==> src/rtl/abs_pump_scheduler_pkg.sv <==
// Shared types and default timing for the ABS recovery-pump scheduler and the per-wheel EFSMs.
package abs_pump_scheduler_pkg;

  localparam int N_CH  = 4;
  localparam int IDX_W = 2;

  localparam int GAP_CYC_DEF = 4;
  localparam int MIN_ON_DEF  = 8;
  localparam int MAX_ON_DEF  = 64;
  localparam int CNT_W_DEF   = 8;

  typedef enum logic [1:0] {
    ST_IDLE   = 2'b00,
    ST_SETTLE = 2'b01,
    ST_PUMP   = 2'b10,
    ST_GAP    = 2'b11
  } sched_state_t;

  function automatic logic [N_CH-1:0] onehot(input logic [IDX_W-1:0] idx);
    onehot      = '0;
    onehot[idx] = 1'b1;
  endfunction

endpackage

==> src/rtl/abs_pump_scheduler_if.sv <==
// Bundle between the wheel EFSMs (master) and the pump scheduler (slave).
interface abs_pump_scheduler_if
  import abs_pump_scheduler_pkg::*;
#(
  parameter int CNT_W = CNT_W_DEF
) ();

  logic             engine_status;
  logic [N_CH-1:0]  pump_req;
  logic             clr_cnt;
  logic [N_CH-1:0]  vrc2_grant;
  logic             recovery_pump;
  logic             busy;
  logic [CNT_W-1:0] service_cnt;

  modport master (
    output engine_status, pump_req, clr_cnt,
    input  vrc2_grant, recovery_pump, busy, service_cnt
  );

  modport slave (
    input  engine_status, pump_req, clr_cnt,
    output vrc2_grant, recovery_pump, busy, service_cnt
  );

endinterface

==> src/rtl/abs_pump_scheduler_rr_picker.sv <==
// Combinational round-robin picker: first requesting channel after 'last', wrapping.
module abs_rr_picker
  import abs_pump_scheduler_pkg::*;
(
  input  logic [N_CH-1:0]  req,
  input  logic [IDX_W-1:0] last,
  output logic             valid,
  output logic [IDX_W-1:0] idx
);

  logic [IDX_W-1:0] cand;

  always_comb begin
    valid = 1'b0;
    idx   = '0;
    cand  = '0;
    for (int i = 1; i <= N_CH; i++) begin
      cand = IDX_W'((int'(last) + i) % N_CH);
      if (!valid && req[cand]) begin
        valid = 1'b1;
        idx   = cand;
      end
    end
  end

endmodule

==> src/rtl/abs_pump_scheduler.sv <==
// Shares one hydraulic recovery pump among the wheel channels: round-robin grant,
// valve-open -> pump-on -> pump-off -> valve-close sequencing with min/max dwell.
module abs_pump_scheduler
  import abs_pump_scheduler_pkg::*;
#(
  parameter int GAP_CYC = GAP_CYC_DEF,
  parameter int MIN_ON  = MIN_ON_DEF,
  parameter int MAX_ON  = MAX_ON_DEF,
  parameter int CNT_W   = CNT_W_DEF
) (
  input  logic                 clk,
  input  logic                 reset,
  abs_pump_scheduler_if.slave  bus
);

  localparam int TMR_W = (GAP_CYC > 1) ? $clog2(GAP_CYC) : 1;
  localparam int DWL_W = (MAX_ON > 1) ? $clog2(MAX_ON) : 1;

  sched_state_t     state;
  logic [IDX_W-1:0] sel;
  logic [IDX_W-1:0] rr_last;
  logic [TMR_W-1:0] timer;
  logic [DWL_W-1:0] dwell;
  logic [N_CH-1:0]  grant;
  logic             pump;
  logic             busy;
  logic [CNT_W-1:0] service_cnt;

  logic             pick_valid;
  logic [IDX_W-1:0] pick_idx;
  logic             min_done;
  logic             competitor;
  logic             pump_exit;
  logic             settle_done;

  abs_rr_picker u_picker (
    .req   (bus.pump_req),
    .last  (rr_last),
    .valid (pick_valid),
    .idx   (pick_idx)
  );

  assign min_done    = (dwell >= DWL_W'(MIN_ON - 1));
  assign competitor  = |(bus.pump_req & ~onehot(sel));
  assign pump_exit   = min_done &&
                       (!bus.pump_req[sel] || ((dwell == DWL_W'(MAX_ON - 1)) && competitor));
  assign settle_done = bus.engine_status && (state == ST_SETTLE) && (timer == '0);

  // Outputs are written together with the state they belong to, so they stay registered.
  always_ff @(posedge clk or negedge reset) begin
    if (!reset) begin
      state   <= ST_IDLE;
      sel     <= '0;
      rr_last <= IDX_W'(N_CH - 1);
      timer   <= '0;
      dwell   <= '0;
      grant   <= '0;
      pump    <= 1'b0;
      busy    <= 1'b0;
    end else if (!bus.engine_status) begin
      state <= ST_IDLE;
      grant <= '0;
      pump  <= 1'b0;
      busy  <= 1'b0;
    end else begin
      case (state)
        ST_IDLE: begin
          if (pick_valid) begin
            state <= ST_SETTLE;
            sel   <= pick_idx;
            timer <= TMR_W'(GAP_CYC - 1);
            grant <= onehot(pick_idx);
            busy  <= 1'b1;
          end
        end
        ST_SETTLE: begin
          // The valve is already opening, so a dropped request still gets a full MIN_ON.
          if (timer == '0) begin
            state   <= ST_PUMP;
            dwell   <= '0;
            rr_last <= sel;
            pump    <= 1'b1;
          end else begin
            timer <= timer - 1'b1;
          end
        end
        ST_PUMP: begin
          if (pump_exit) begin
            state <= ST_GAP;
            timer <= TMR_W'(GAP_CYC - 1);
            grant <= '0;
            pump  <= 1'b0;
          end else if (dwell != DWL_W'(MAX_ON - 1)) begin
            dwell <= dwell + 1'b1;
          end
        end
        ST_GAP: begin
          if (timer == '0) begin
            state <= ST_IDLE;
            busy  <= 1'b0;
          end else begin
            timer <= timer - 1'b1;
          end
        end
        default: begin
          state <= ST_IDLE;
          grant <= '0;
          pump  <= 1'b0;
          busy  <= 1'b0;
        end
      endcase
    end
  end

  // A coincident clear beats the increment.
  always_ff @(posedge clk or negedge reset) begin
    if (!reset) begin
      service_cnt <= '0;
    end else if (bus.clr_cnt) begin
      service_cnt <= '0;
    end else if (settle_done && (service_cnt != {CNT_W{1'b1}})) begin
      service_cnt <= service_cnt + 1'b1;
    end
  end

  assign bus.vrc2_grant    = grant;
  assign bus.recovery_pump = pump;
  assign bus.busy          = busy;
  assign bus.service_cnt   = service_cnt;

endmodule
==> src/flat_wrapper.sv <==
// flat-port wrapper written by rule: the top's interface ports become plain ports
module abs_pump_scheduler_flat import abs_pump_scheduler_pkg::*;
#(
  parameter int GAP_CYC = GAP_CYC_DEF,
  parameter int MIN_ON  = MIN_ON_DEF,
  parameter int MAX_ON  = MAX_ON_DEF,
  parameter int CNT_W   = CNT_W_DEF
)
  (clk, reset, bus_engine_status, bus_pump_req, bus_clr_cnt, bus_vrc2_grant, bus_recovery_pump, bus_busy, bus_service_cnt);
  abs_pump_scheduler_if #(.CNT_W(CNT_W)) bus_i ();
  input  logic clk;
  input  logic reset;
  input wire logic [$bits(bus_i.engine_status)-1:0] bus_engine_status;
  input wire logic [$bits(bus_i.pump_req)-1:0] bus_pump_req;
  input wire logic [$bits(bus_i.clr_cnt)-1:0] bus_clr_cnt;
  output wire logic [$bits(bus_i.vrc2_grant)-1:0] bus_vrc2_grant;
  output wire logic [$bits(bus_i.recovery_pump)-1:0] bus_recovery_pump;
  output wire logic [$bits(bus_i.busy)-1:0] bus_busy;
  output wire logic [$bits(bus_i.service_cnt)-1:0] bus_service_cnt;
  assign bus_i.engine_status = bus_engine_status;
  assign bus_i.pump_req = bus_pump_req;
  assign bus_i.clr_cnt = bus_clr_cnt;
  assign bus_vrc2_grant = bus_i.vrc2_grant;
  assign bus_recovery_pump = bus_i.recovery_pump;
  assign bus_busy = bus_i.busy;
  assign bus_service_cnt = bus_i.service_cnt;
  abs_pump_scheduler #(.GAP_CYC(GAP_CYC), .MIN_ON(MIN_ON), .MAX_ON(MAX_ON), .CNT_W(CNT_W)) u_core (.clk(clk), .reset(reset), .bus(bus_i));
endmodule
==> config.mk <==
export PLATFORM = sky130hd
export DESIGN_NAME = abs_pump_scheduler_flat
export DESIGN_NICKNAME = d
export VERILOG_FILES = /design/src/rtl/abs_pump_scheduler_pkg.sv /design/src/rtl/abs_pump_scheduler_if.sv /design/src/rtl/abs_pump_scheduler_rr_picker.sv /design/src/rtl/abs_pump_scheduler.sv /design/src/flat_wrapper.sv
export SDC_FILE = /design/constraint.sdc
export NUM_CORES = 1
export LEC_CHECK = 0
export BUFFER_PORTS_ARGS = -buffer_cell sky130_fd_sc_hd__clkbuf_2
export CORE_MARGIN = 5
export CORE_UTILIZATION = 50
export CTS_BUF_LIST = sky130_fd_sc_hd__clkbuf_8
export DETAILED_ROUTE_END_ITERATION = 12
export PLACE_DENSITY = 0.69
export SYNTH_ARGS = -nofsm -noshare
export SYNTH_HDL_FRONTEND = slang
export SYNTH_SLANG_ARGS = --single-unit
==> constraint.sdc <==
create_clock -name clk -period 2.8 [get_ports clk]
set_clock_uncertainty 0.15 [all_clocks]
set_input_delay 0.28 -clock clk [delete_from_list [all_inputs] [get_ports clk]]
set_output_delay 0.28 -clock clk [all_outputs]
set_load 0.05 [all_outputs]
==> flow_summary.yaml <==
run_status:
  status: "finished, final reports clean"
flow_run:
  maxCapViolCount: 0
sta:
  setup_viol: 0
  rsz0062_at_grt: "no"
  fin_setup_tns_ns: 0
  slew_headroom_pct: 53.7
  slew_viol_final: 0
  min_period_ns: 2.32
  hold_violations: 0
  final.period_utilization_pct: 82.7
  fmax_ghz: 0.432
  tightest_slew_ns: 0.694
power:
  leakage_nw: 0.883
  ir_drop_v: 0.000512
  p_switching_mw: 0.539
  power_density_nw_per_um2: 763
  pwr-share-comb_pct: 37.0
  seq_power_share_pct: 40.8
  sw_frac_of_total_pct: 37.7
  power.clock.fraction_pct: 22.2
  internal_power_mw: 0.891
detailed_routing:
  vias_per_cell: 5.60
  wl_um: 3130
  post_drt_wl_per_cell_um: 13.2
  via_count: 1332
  first_pass_iters: 4
  antenna_left: 0
  drt-initial-drc-count: 43
  route.detailed.drc: 0
setup_path:
  crit_fanout: 6
  required_ns: 2.83
  crit_arrival_ns: 2.34
  cp-start-kind: "register"
  worstSetupEndpointType: "register"
  criticalPathCategory: "reg2reg"
cts:
  cts_hold_buffers: 1
  clk_latency_ns: 0.28
  post_cts_resized: 0
  cts.path.max_buffers: 2
  post_cts_buffers: 0
  cts_buffers: 3
  clock-sinks: 28
  cts_tree: "done"
  cts-root-buf: "clkbuf_8"
  cts-htree-levels: 1
  cts.clk_slew.worst_paths_ns: 0.10
grt:
  grt_pass1_wl_um: 5570
  grtUsageMet2_pct: 24.4
  antenna_found_initial: 0
  grt_pass1_vias: 1228
  grt_usage_pct: 15.9
  grtUsageMet3_pct: 2.16
  grt-busiest-layer: "met2"
  grt.overflow.total: 0
  grt_max_degree: 29
  met1_usage_pct: 22.6
synthesis:
  yosysUniqueCellTypes: 42
  post_synth.cell_area_avg_um2: 9.56
  syn-instance-count: 172
  synth_top_area_cell: "dfrtp_1"
  synthArstFlopShare_pct: 100
  synth.area.top_cells: "dfrtp_1 40%, ha_1 6.1%, mux2i_1 4.9%"
  syn_area_um2: 1640
  synth_top_area_share_pct: 39.6
  synth_flop_cell: "dfrtp_1"
  yosysSeqAreaShare_pct: 42.8
  yosysWarnings: 0
  synth-seq-cells: 28
  synth.net_count: 188
  synth_edf_count: 0
floorplanning:
  num_rows: 20
  ioPinCount: 22
  die_w_um: 67.3
  core_um2: 3100
  start_util_pct: 53.0
  die_area_um2: 4530
  die_y_um: 67.3
layout:
  fill_cells: 287
  drive_above_1_share_pct: 20.6
  syn_to_final_growth_pct: 13.9
  fin_nets: 211
  layout.cells.non_filler: 238
  antenna_cells: 0
placed_design:
  place_hpwl_um: 2370
  place.gp.congestion: 0.867
  placed_cells: 233
  io_buffers: 21
worst_hold_path:
  hp-class: "in2reg"
-- sequential cells by signal, summed over array words and instances, names as in the netlist --
signal	flops
u_core.bus.recovery_pump	1
u_core.state	2
u_core.bus.service_cnt	8
u_core.bus.busy	1
u_core.rr_last	2
u_core.timer	2
u_core.sel	2
u_core.dwell	6
u_core.bus.vrc2_grant	4
-- cell families after synthesis --
| group | count (synthesis) | share of synthesized area, % |
|---|---|---|
| compound gates | 33 | 15.3 |
| xor+xnor | 11 | 5.86 |
| fa+ha+maj | 8 | 6.09 |
| buf+inv | 15 | 3.50 |
| flops | 28 | 42.8 |
| mux | 12 | 8.30 |
| simple gates | 65 | 18.2 |
-- power groups by stage --
stage / clock network, mW / logic, mW / registers (mW)
floorplan: 0 / 0.355 / 0.644
global placement: 0 / 0.515 / 0.586
detailed placement: 0 / 0.528 / 0.590
CTS: 0.326 / 0.531 / 0.582
global route: 0.340 / 0.590 / 0.597
finish: 0.318 / 0.529 / 0.583
-- area by class of cell --
cell class                      count  area (µm²)  area share [%]
Tap cell                           44        55.1            2.94
Sequential cell                    28         703            37.5
Multi-Input combinational cell    129         883            47.2
Clock inverter                      1        30.0            1.60
Clock buffer                        3        41.3            2.20
Timing Repair Buffer               23         123            6.55
Inverter                           10        37.5            2.00
-- worst paths after layout --
check / startpoint / to / slack (ns) / cells past startpoint
max in group asynchronous: reset / u_core.bus.vrc2_grant[3]$_DFFE_PN0P_ / 1.63 / 2
min: bus_clr_cnt / u_core.bus.service_cnt[0]$_DFFE_PN0P_ / 0.12 / 2
max reg2reg: u_core.state[1]$_DFFE_PN0P_ / u_core.bus.service_cnt[5]$_DFFE_PN0P_ / 0.48 / 8
max: u_core.state[1]$_DFFE_PN0P_ / u_core.bus.service_cnt[5]$_DFFE_PN0P_ / 0.48 / 8
min in group asynchronous: reset / u_core.dwell[3]$_DFFE_PN0P_ / 0.42 / 2
min reg2reg: u_core.timer[0]$_DFFE_PN0P_ / u_core.timer[0]$_DFFE_PN0P_ / 0.33 / 1
-- worst max-delay path, cell delays in order, from the launching register on --
cell	delay, ns
dfrtp_1	0.42
inv_1	0.11
ha_1	0.27
nand3_1	0.27
a41oi_1	0.41
and3_1	0.26
nand4_1	0.13
xor2_1	0.15
nor2_1	0.05
-- synthesized netlist by cell type (all sizes together) (2+ instances only) --
master and instances:
dfrtp 26, nor2 22, nand2 20, inv 10, nand3 10, xor2 9
ha 8, mux2i 8, o21ai 8, a21oi 5, a31oi 4, and3 4
clkbuf 3, mux2 3, nand4 3, a211oi 2, buf 2, dfstp 2
nand2b 2, nand4b 2, o211ai 2, o221ai 2, xnor2 2
-- per-layer routing --
layer,wire (µm),up-vias
met2,1360,31
met5,0,-
met1,1600,642
li1,-,655
met4,47,0
met3,124,4
-- layout by cell type, fill, tap and decap left out, types with 2 or more instances in the layout --
cell type	count
a211oi_1	2
a21oi_1	4
a31oi_1	4
and3_1	3
clkbuf_2	21
clkbuf_8	3
dfrtp_1	26
dfstp_2	2
ha_1	8
inv_1	10
mux2_2	3
mux2i_1	8
nand2_1	20
nand2b_1	2
nand3_1	10
nand4_1	3
nand4b_1	2
nor2_1	21
o211ai_1	2
o21ai_0	5
o21ai_1	3
xnor2_1	2
xor2_1	9
-- through the flow --
stage | setup slack [ns] | total power [mW] | utilization [%] | hold slack, ns | cell area (µm²)
final | 0.485 | 1.43 | 60.4 | 0.120 | 1870
after global routing | 0.365 | 1.53 | 60.4 | 0.133 | 1870
after CTS | 0.496 | 1.44 | 60.4 | 0.115 | 1870
after detailed placement | 0.498 | 1.12 | 57.7 | 0.214 | 1790
after global placement | 0.586 | 1.10 | 57.7 | 0.202 | 1790
after floorplan | 0.724 | 0.999 | - | -0.166 | 1640
No activity file was read; power rests on OpenSTA's default activity.
